--- src/rtl/fetch_stage.sv ---
// Instruction fetch stage: sequential PC, stall-tolerant memory handshake, branch redirect.
// Optional wait-cycle counter enabled by defining FETCH_STALL_CNT_EN.
module fetch_stage #(
    parameter logic [31:0] RESET_PC = 32'h0000_0000
) (
    input  logic        clk,
    input  logic        rst,
    input  logic        freeze,
    input  logic        branch_taken,
    input  logic [31:0] branch_addr,
    output logic        imem_req,
    output logic [31:0] imem_addr,
    input  logic        imem_ack,
    input  logic [31:0] imem_rdata,
    output logic [31:0] instruction,
    output logic [31:0] pc_out,
    output logic        valid,
    output logic [31:0] stall_count
);

    localparam logic [1:0] StFetch = 2'd0;
    localparam logic [1:0] StHold  = 2'd1;
    localparam logic [1:0] StDrop  = 2'd2;

    logic [1:0]  state_q, state_d;
    logic [31:0] pc_q, pc_d;
    logic [31:0] drop_addr_q, drop_addr_d;
    logic [31:0] instr_q, instr_d;
    logic [31:0] pc_out_q, pc_out_d;
    logic        valid_q, valid_d;
    logic [31:0] buf_instr_q, buf_instr_d;
    logic [31:0] buf_pc_q, buf_pc_d;
    logic [31:0] pc_inc;

    assign pc_inc    = pc_q + 32'd4;
    assign imem_req  = (state_q != StHold);
    // In DROP the abandoned request must keep its address until the memory acks it.
    assign imem_addr = (state_q == StDrop) ? drop_addr_q : pc_q;

    assign instruction = instr_q;
    assign pc_out      = pc_out_q;
    assign valid       = valid_q;

    always_comb begin
        state_d     = state_q;
        pc_d        = pc_q;
        drop_addr_d = drop_addr_q;
        instr_d     = instr_q;
        pc_out_d    = pc_out_q;
        valid_d     = valid_q;
        buf_instr_d = buf_instr_q;
        buf_pc_d    = buf_pc_q;

        if (branch_taken) begin
            pc_d        = branch_addr;
            valid_d     = 1'b0;
            instr_d     = 32'd0;
            buf_instr_d = 32'd0;
            buf_pc_d    = 32'd0;
            case (state_q)
                StFetch: begin
                    if (!imem_ack) begin
                        state_d     = StDrop;
                        drop_addr_d = pc_q;
                    end
                end
                StHold:  state_d = StFetch;
                StDrop:  if (imem_ack) state_d = StFetch;
                default: state_d = StFetch;
            endcase
        end else begin
            case (state_q)
                StFetch: begin
                    if (imem_ack) begin
                        pc_d = pc_inc;
                        if (freeze) begin
                            buf_instr_d = imem_rdata;
                            buf_pc_d    = pc_inc;
                            state_d     = StHold;
                        end else begin
                            instr_d  = imem_rdata;
                            pc_out_d = pc_inc;
                            valid_d  = 1'b1;
                        end
                    end else if (!freeze) begin
                        instr_d = 32'd0;
                        valid_d = 1'b0;
                    end
                end
                StHold: begin
                    if (!freeze) begin
                        instr_d  = buf_instr_q;
                        pc_out_d = buf_pc_q;
                        valid_d  = 1'b1;
                        state_d  = StFetch;
                    end
                end
                StDrop: begin
                    if (imem_ack) state_d = StFetch;
                    if (!freeze) begin
                        instr_d = 32'd0;
                        valid_d = 1'b0;
                    end
                end
                default: state_d = StFetch;
            endcase
        end
    end

    always_ff @(posedge clk or negedge rst) begin
        if (!rst) begin
            state_q     <= StFetch;
            pc_q        <= RESET_PC;
            drop_addr_q <= 32'd0;
            instr_q     <= 32'd0;
            pc_out_q    <= 32'd0;
            valid_q     <= 1'b0;
            buf_instr_q <= 32'd0;
            buf_pc_q    <= 32'd0;
        end else begin
            state_q     <= state_d;
            pc_q        <= pc_d;
            drop_addr_q <= drop_addr_d;
            instr_q     <= instr_d;
            pc_out_q    <= pc_out_d;
            valid_q     <= valid_d;
            buf_instr_q <= buf_instr_d;
            buf_pc_q    <= buf_pc_d;
        end
    end

`ifdef FETCH_STALL_CNT_EN
    logic [31:0] stall_q;

    always_ff @(posedge clk or negedge rst) begin
        if (!rst) begin
            stall_q <= 32'd0;
        end else if (imem_req && !imem_ack && (stall_q != 32'hFFFF_FFFF)) begin
            stall_q <= stall_q + 32'd1;
        end
    end

    assign stall_count = stall_q;
`else
    assign stall_count = 32'd0;
`endif

endmodule

--- config.mk ---
export PLATFORM = sky130hd
export DESIGN_NAME = fetch_stage
export DESIGN_NICKNAME = d
export VERILOG_FILES = /design/src/rtl/fetch_stage.sv
export SDC_FILE = /design/constraint.sdc
export NUM_CORES = 1
export LEC_CHECK = 0
export ABC_AREA = 0
export CAP_MARGIN = 5
export CORE_ASPECT_RATIO = 0.5
export CORE_MARGIN = 2
export CORE_UTILIZATION = 40
export DETAILED_ROUTE_END_ITERATION = 8
export PLACE_DENSITY_LB_ADDON = 0.3
export RECOVER_POWER = 25
export SYNTH_ARGS = -nofsm -noshare
export SYNTH_HDL_FRONTEND = slang
export SYNTH_SLANG_ARGS = --single-unit
--- constraint.sdc ---
create_clock -name clk -period 6.9 [get_ports clk]
set_clock_uncertainty 0.2 [all_clocks]
set_input_delay 2.07 -clock clk [delete_from_list [all_inputs] [get_ports clk]]
set_output_delay 2.07 -clock clk [all_outputs]
set_load 0.01 [all_outputs]
==> results of run 1 <==
## state kept, by name, indices dropped and copies added (netlist names)
name and count:
buf_instr_q 32, buf_pc_q 32, drop_addr_q 32, instruction 32, pc_out 32, pc_q 32
state_q 2, valid 1
## logic make-up (layout without fill, tap and decap cells)
kind of cell / Yosys count / count (layout)
AND/OR/NAND/NOR: 330 / 330
AO/OA/AOI/OAI: 264 / 264
flip-flops: 195 / 195
buffers and inverters: 143 / 218
multiplexers: 65 / 65
XOR/XNOR: 50 / 50
adder cells (fa/ha/maj): 5 / 5
other: 1 / 32
## stage by stage
stage / power (uW) / area (sq um)
3_3_place_gp: 3750 / 11900
3_5_place_dp: 3820 / 11900
2_1_floorplan: 2910 / 10400
4_1_cts: 4820 / 12500
5_1_grt: 5090 / 12500
6_report: 4770 / 12500
## cells in the final DEF, fill, tap and decap left out, types with 3 or more instances in the layout
cell	count
nor4_1	8
and3_1	4
inv_1	9
mux2i_1	6
dfrtp_1	195
clkbuf_8	5
nor3_1	19
clkdlybuf4s50_1	163
xnor2_1	44
a32o_1	31
clkbuf_16	17
nor2_1	57
a31oi_1	4
inv_6	5
nand2b_1	4
nand2_1	175
o211ai_1	14
conb_1	32
xor2_1	6
a21oi_1	7
o31ai_1	32
a22o_1	43
o31a_1	4
a221oi_1	32
and2_1	3
mux2_2	59
nand4_1	10
buf_4	11
nor4_2	4
o21ai_0	84
and4_1	8
nand3_1	27
ha_2	3
## how the worst max path moves through the flow
stage	slack [ns]	end	start	depth (start not counted)
6_report	1.94	imem_addr[14]	state_q[0]$_DFFE_PN0P_	4
5_1_grt	1.40	instruction[31]$_DFFE_PN0P_	rst	2
3_3_place_gp	1.95	instruction[19]$_DFFE_PN0P_	imem_ack	6
2_1_floorplan	2.91	imem_addr[10]	state_q[0]$_DFFE_PN0P_	5
3_5_place_dp	1.82	pc_out[23]$_DFFE_PN0P_	imem_ack	6
4_1_cts	1.90	imem_addr[21]	state_q[0]$_DFFE_PN0P_	4
## power groups by stage
stage / combinational, uW / sequential [uW] / clock (uW)
after floorplan: 1160 / 1750 / 0
after global placement: 2000 / 1750 / 0
after detailed placement: 2060 / 1760 / 0
after CTS: 2070 / 1740 / 1000
after global routing: 2250 / 1780 / 1060
final: 2050 / 1740 / 983
## worst max-delay path, stage by stage, from the launching register on
cell	delay, ns
dfrtp_1	0.39
inv_1	0.10
ha_2	0.81
mux2_2	0.43
clkdlybuf4s50_1	0.48
## cell type report
cell class	count	area [sq um]	area share (%)
inverter	9	33.8	0.271
multi-input combinational	746	4820	38.7
sequential	195	4880	39.1
timing repair buffer	177	1730	13.9
clock buffer	22	494	3.96
clock inverter	10	87.6	0.702
tap	344	430	3.45
## routing by layer
layer  routed length, microns  share of wire (%)  track usage, %  up-vias
met2                    13600                 49            35.9      256
met3                     1220                4.4            3.46       46
met4                      729                2.6            8.77        0
met5                        0                  0               0        -
li1                         -                  -               -     3916
met1                    12300                 44            27.5     4271
==> flow_metrics.tcl, run 1 <==
set metrics [dict create \
    grt.overflow.total 0 \
    r2r_start "state_q[1]$_DFFE_PN0P_" \
    relSlewSlack_pct -70.5 \
    violations "capacitance limit, slew limit" \
    synth_top_family_by_area "compound AO/OA/AOI/OAI gates" \
    synth-xor-area-share_pct 4.27 \
    combPwrFrac_pct 43.0 \
    synth_cells 1053 \
    synth.top_cell.area_share_pct 47.6 \
    final.setup.tns_ns 0 \
    cp.required_ns 4.63 \
    muxShareOfSynthArea_pct 7.07 \
    gp_congestion 0.843 \
    nets 1219 \
    min_path_cells 2 \
    tightest_slew_ns 2.56 \
    hold_class "reg2reg" \
    dominantRegCellSynth "dfrtp_1" \
    setup_violations 0 \
    die_y_microns 117 \
    cp_max_fo 40 \
    netSwitchingPower_uw 1760 \
    post_cts.repair.setup_buffers 0 \
    yosys.area_share.adder_pct 0.586 \
    insertion_delay_ns 0.45 \
    critPathLaunchType "flop" \
    htree_num_levels 4 \
    maxCapViolCount 1 \
    fillers 2297 \
    drc 0 \
    grt_pass1_wl_mm 45.3 \
    netlist_top_cells_area "dfrtp_1, mux2_2, nand2_1" \
    seqPwrFrac_pct 36.4 \
    cts_buffers 17 \
    holdPathEnd "buf_pc_q[19]$_DFFE_PN0P_" \
    min_from "buf_pc_q[19]$_DFFE_PN0P_" \
    final_util_pct 49.5 \
    dp_hpwl_mm 18.3 \
    routedWlPerCell_microns 18.5 \
    rows 41 \
    end_kind "output port" \
    core_region_area_sq_um 25200 \
    num_vias 8489 \
    swShare_pct 36.8 \
    cts_num_sinks 195 \
    grt_usage_pct 21.2 \
    routed_wirelength_mm 27.8 \
    timing.fmax_mhz 202 \
    synth-simple-area-share_pct 14.8 \
    via_per_inst 5.65 \
    peakVddDrop_mv 0.238 \
    area_delta_synth_final_pct 21.7 \
    ys_seq_elements 195 \
    hold_buffers 0 \
    clk_pin_slew_ns 0.07 \
    synth_edf_count 0 \
    ant_nets 0 \
    first_pass_iters 5 \
    die_area_sq_um 27000 \
    start_util_pct 40.7 \
    p_leak_uw 0.00508 \
    pre_cts_ws_ns 1.82 \
    synth_compound_area_share_pct 18.8 \
    grt_max_degree 103 \
    p_clk_share_pct 20.6 \
    hold_viol 0 \
    setup_ws_ns 1.94 \
    power.density_nw_per_um2 382 \
    status "complete, but fails checks" \
    cts_resized 0 \
    ctsRootBufferMaster "clkbuf_16" \
    async_reset_ff_share_pct 100 \
    worst-setup-path-type "reg2out" \
    min_period_over_period_pct 71.8 \
    io_buffer_count 166 \
    synth_area_sq_um 10300 \
    reg2regPathDepth 8 \
    synth_warnings 0 \
    reg2reg_slack_ns 3.77 \
    drtIter0Drc 604 \
    die_x_microns 230 \
    post-route-min-period_ns 4.96 \
    synth_largest_area_cell "dfrtp_1" \
    synth.avg_cell_area_sq_um 9.74 \
    timing.hold.ws_ns 0.277 \
    dp.cells 1471 \
    p_int_uw 3010 \
    final_cells 1503 \
    antenna_found_initial 0 \
    r2r-end "instruction[26]$_DFFE_PN0P_" \
    cts_max_path_buffers 2 \
    io_pins 199 \
    cp_data_arrival_time_ns 2.69 \
    synth_common_cells "dfrtp_1, nand2_1, o21ai_0" \
    cts_tree "yes" \
    antenna_cells 0 \
    netlist-cell-type-count 53 \
    synth.most_common_cell "dfrtp_1" \
    seq_area_frac_synth_pct 47.6 \
    drive_above_1_share_pct 10.5 \
    maxSlewViolCount 103 \
    grt_pass1_vias 8596 \
    rsz0062_at_grt "no" \
]
Note: power is estimated with default switching activity, not from simulation.
==> run 2, diff against run 1 <==
==> constraint.sdc (replaced) <==
create_clock -name clk -period 4.49 [get_ports clk]
set_clock_uncertainty 0.2 [all_clocks]
set_input_delay 1.347 -clock clk [delete_from_list [all_inputs] [get_ports clk]]
set_output_delay 1.347 -clock clk [all_outputs]
set_load 0.01 [all_outputs]
==> flow_metrics.tcl, run 2 (synthesized netlist as in run 1, its figures left out) <==
set metrics [dict create \
    relSlewSlack_pct -47.1 \
    path_cells "inv_1 > ha_2 > buf_12 > mux2_2 > clkdlybuf4s50_1" \
    io_buffer_count 166 \
    routed_wirelength_mm 29.0 \
    final_cell_mix "dfrtp_1, nand2_1, clkdlybuf4s50_1" \
    core_region_area_sq_um 25200 \
    peakVddDrop_mv 0.254 \
    die_x_microns 230 \
    maxSlewViolCount 82 \
    reg2reg_slack_ns 1.12 \
    first_pass_iters 5 \
    power.density_nw_per_um2 596 \
    finalPower_uw 7530 \
    drive_above_1_share_pct 11.1 \
    io_pins 199 \
    cts_num_sinks 195 \
    post-route-min-period_ns 4.03 \
    drtIter0Drc 619 \
    tightest_slew_ns 2.21 \
    die_y_microns 117 \
    maxCapViolCount 1 \
    cp_top_family "buffers and inverters" \
    max_stage_delay_ns 0.48 \
    gp_congestion 0.835 \
    cp_max_fo 28 \
    setup_violations 0 \
    final_cells 1513 \
    status "complete, but fails checks" \
    worst-setup-path-type "reg2out" \
    critPathLaunchType "flop" \
    hold_viol 0 \
    hold_buffers 0 \
    cts_resized 0 \
    layout_commonest_cell "dfrtp_1" \
    cp_data_arrival_time_ns 2.48 \
    ant_nets 0 \
    timing.fmax_mhz 248 \
    post_cts.repair.setup_buffers 0 \
    dp_hpwl_mm 19.2 \
    combPwrFrac_pct 42.6 \
    antenna_found_initial 1 \
    swShare_pct 36.6 \
    grt_pass1_wl_mm 46.1 \
    seqPwrFrac_pct 35.5 \
    netSwitchingPower_uw 2760 \
    rows 41 \
    cts_buffers 17 \
    htree_num_levels 4 \
    grt_pass1_vias 8610 \
    grt_usage_pct 21.9 \
    insertion_delay_ns 0.45 \
    p_int_uw 4770 \
    drc 0 \
    rsz0062_at_grt "no" \
    routedWlPerCell_microns 19.2 \
    crit_slowest_cell "clkdlybuf4s50_1" \
    cts_tree "yes" \
    ctsRootBufferMaster "clkbuf_16" \
    end_kind "output port" \
    nets 1228 \
    start_util_pct 40.7 \
    p_leak_uw 0.00515 \
    num_vias 8558 \
    dp.cells 1480 \
    fillers 2296 \
    violations "capacitance limit, slew limit" \
    area_delta_synth_final_pct 23.2 \
    hold_class "reg2reg" \
    clk_pin_slew_ns 0.08 \
    grt.overflow.total 0 \
    cp.required_ns 2.94 \
    grt_max_degree 87 \
    final.setup.tns_ns 0 \
    p_clk_share_pct 21.9 \
    die_area_sq_um 27000 \
    min_period_over_period_pct 89.7 \
    via_per_inst 5.66 \
    cts_max_path_buffers 2 \
    path_buf_inv 3 \
]
==> run 2: area by class of cell <==
type,instances,area (sq um),area share (%)
antenna,1,2.50,0.0198
clock buffer,18,439,3.48
clock inverter,14,188,1.49
inverter,9,33.8,0.267
multi-input combinational,746,4820,38.2
sequential,195,4880,38.6
tap,344,430,3.41
timing repair buffer,186,1830,14.5
==> run 2: path summary, 6_finish.rpt <==
| kind | from | to | depth (start not counted) |
|---|---|---|---|
| worst min-delay path | buf_pc_q[19]$_DFFE_PN0P_ | buf_pc_q[19]$_DFFE_PN0P_ | 2 |
| worst max-delay path | state_q[0]$_DFFE_PN0P_ | imem_addr[17] | 5 |
| max in group asynchronous | rst | drop_addr_q[7]$_DFFE_PN0P_ | 2 |
| worst min register to register | buf_pc_q[19]$_DFFE_PN0P_ | buf_pc_q[19]$_DFFE_PN0P_ | 2 |
| min in group asynchronous | rst | pc_out[21]$_DFFE_PN0P_ | 1 |
| worst max register to register | state_q[1]$_DFFE_PN0P_ | instruction[3]$_DFFE_PN0P_ | 8 |
==> run 2: worst register-to-register path, stage by stage (launching register included) <==
cell     delay [ns]
dfrtp_1        0.40
inv_1          0.13
ha_2           0.19
buf_4          0.68
nor3_1         0.26
o21ai_4        0.75
buf_12         0.30
o31ai_1        0.11
a32o_1         0.24
==> run 2: per-stage QoR <==
step / util (%) / hold WS [ns] / worst slack (ns) / cell area (sq um)
after floorplan: - / 0.230 / 1.22 / 10400
final: 50.1 / 0.265 / 0.463 / 12600
after global routing: 50.1 / 0.291 / 0.351 / 12600
after global placement: 47.7 / 0.242 / 0.801 / 12000
after CTS: 50.2 / 0.269 / 0.441 / 12600
after detailed placement: 47.7 / 0.251 / 0.749 / 12000
==> run 2: power groups by stage <==
stage	combinational (uW)	sequential, uW	clock (uW)
2_1_floorplan	1780	2690	0
3_3_place_gp	3130	2690	0
3_5_place_dp	3220	2710	0
4_1_cts	3240	2680	1680
5_1_grt	3520	2740	1770
6_report	3210	2670	1650
==> run 2: metal layers <==
| layer | GRT usage (%) | part of all wire, % | up-vias |
|---|---|---|---|
| li1 | - | - | 3927 |
| met1 | 28.0 | 44 | 4330 |
| met2 | 36.9 | 49 | 260 |
| met3 | 4.43 | 4.4 | 41 |
| met4 | 8.99 | 2.6 | 0 |
| met5 | 0 | 0 | - |
==> run 3, diff against run 2 <==
--- a/config.mk
+++ b/config.mk
@@ -6,7 +6,7 @@
 export NUM_CORES = 1
 export LEC_CHECK = 0
 export ABC_AREA = 0
-export CAP_MARGIN = 5
+export CAP_MARGIN = 20
 export CORE_ASPECT_RATIO = 0.5
 export CORE_MARGIN = 2
 export CORE_UTILIZATION = 40
==> results of run 3 <==
The final DEF is identical to that of run 2; final timing and power are the same.
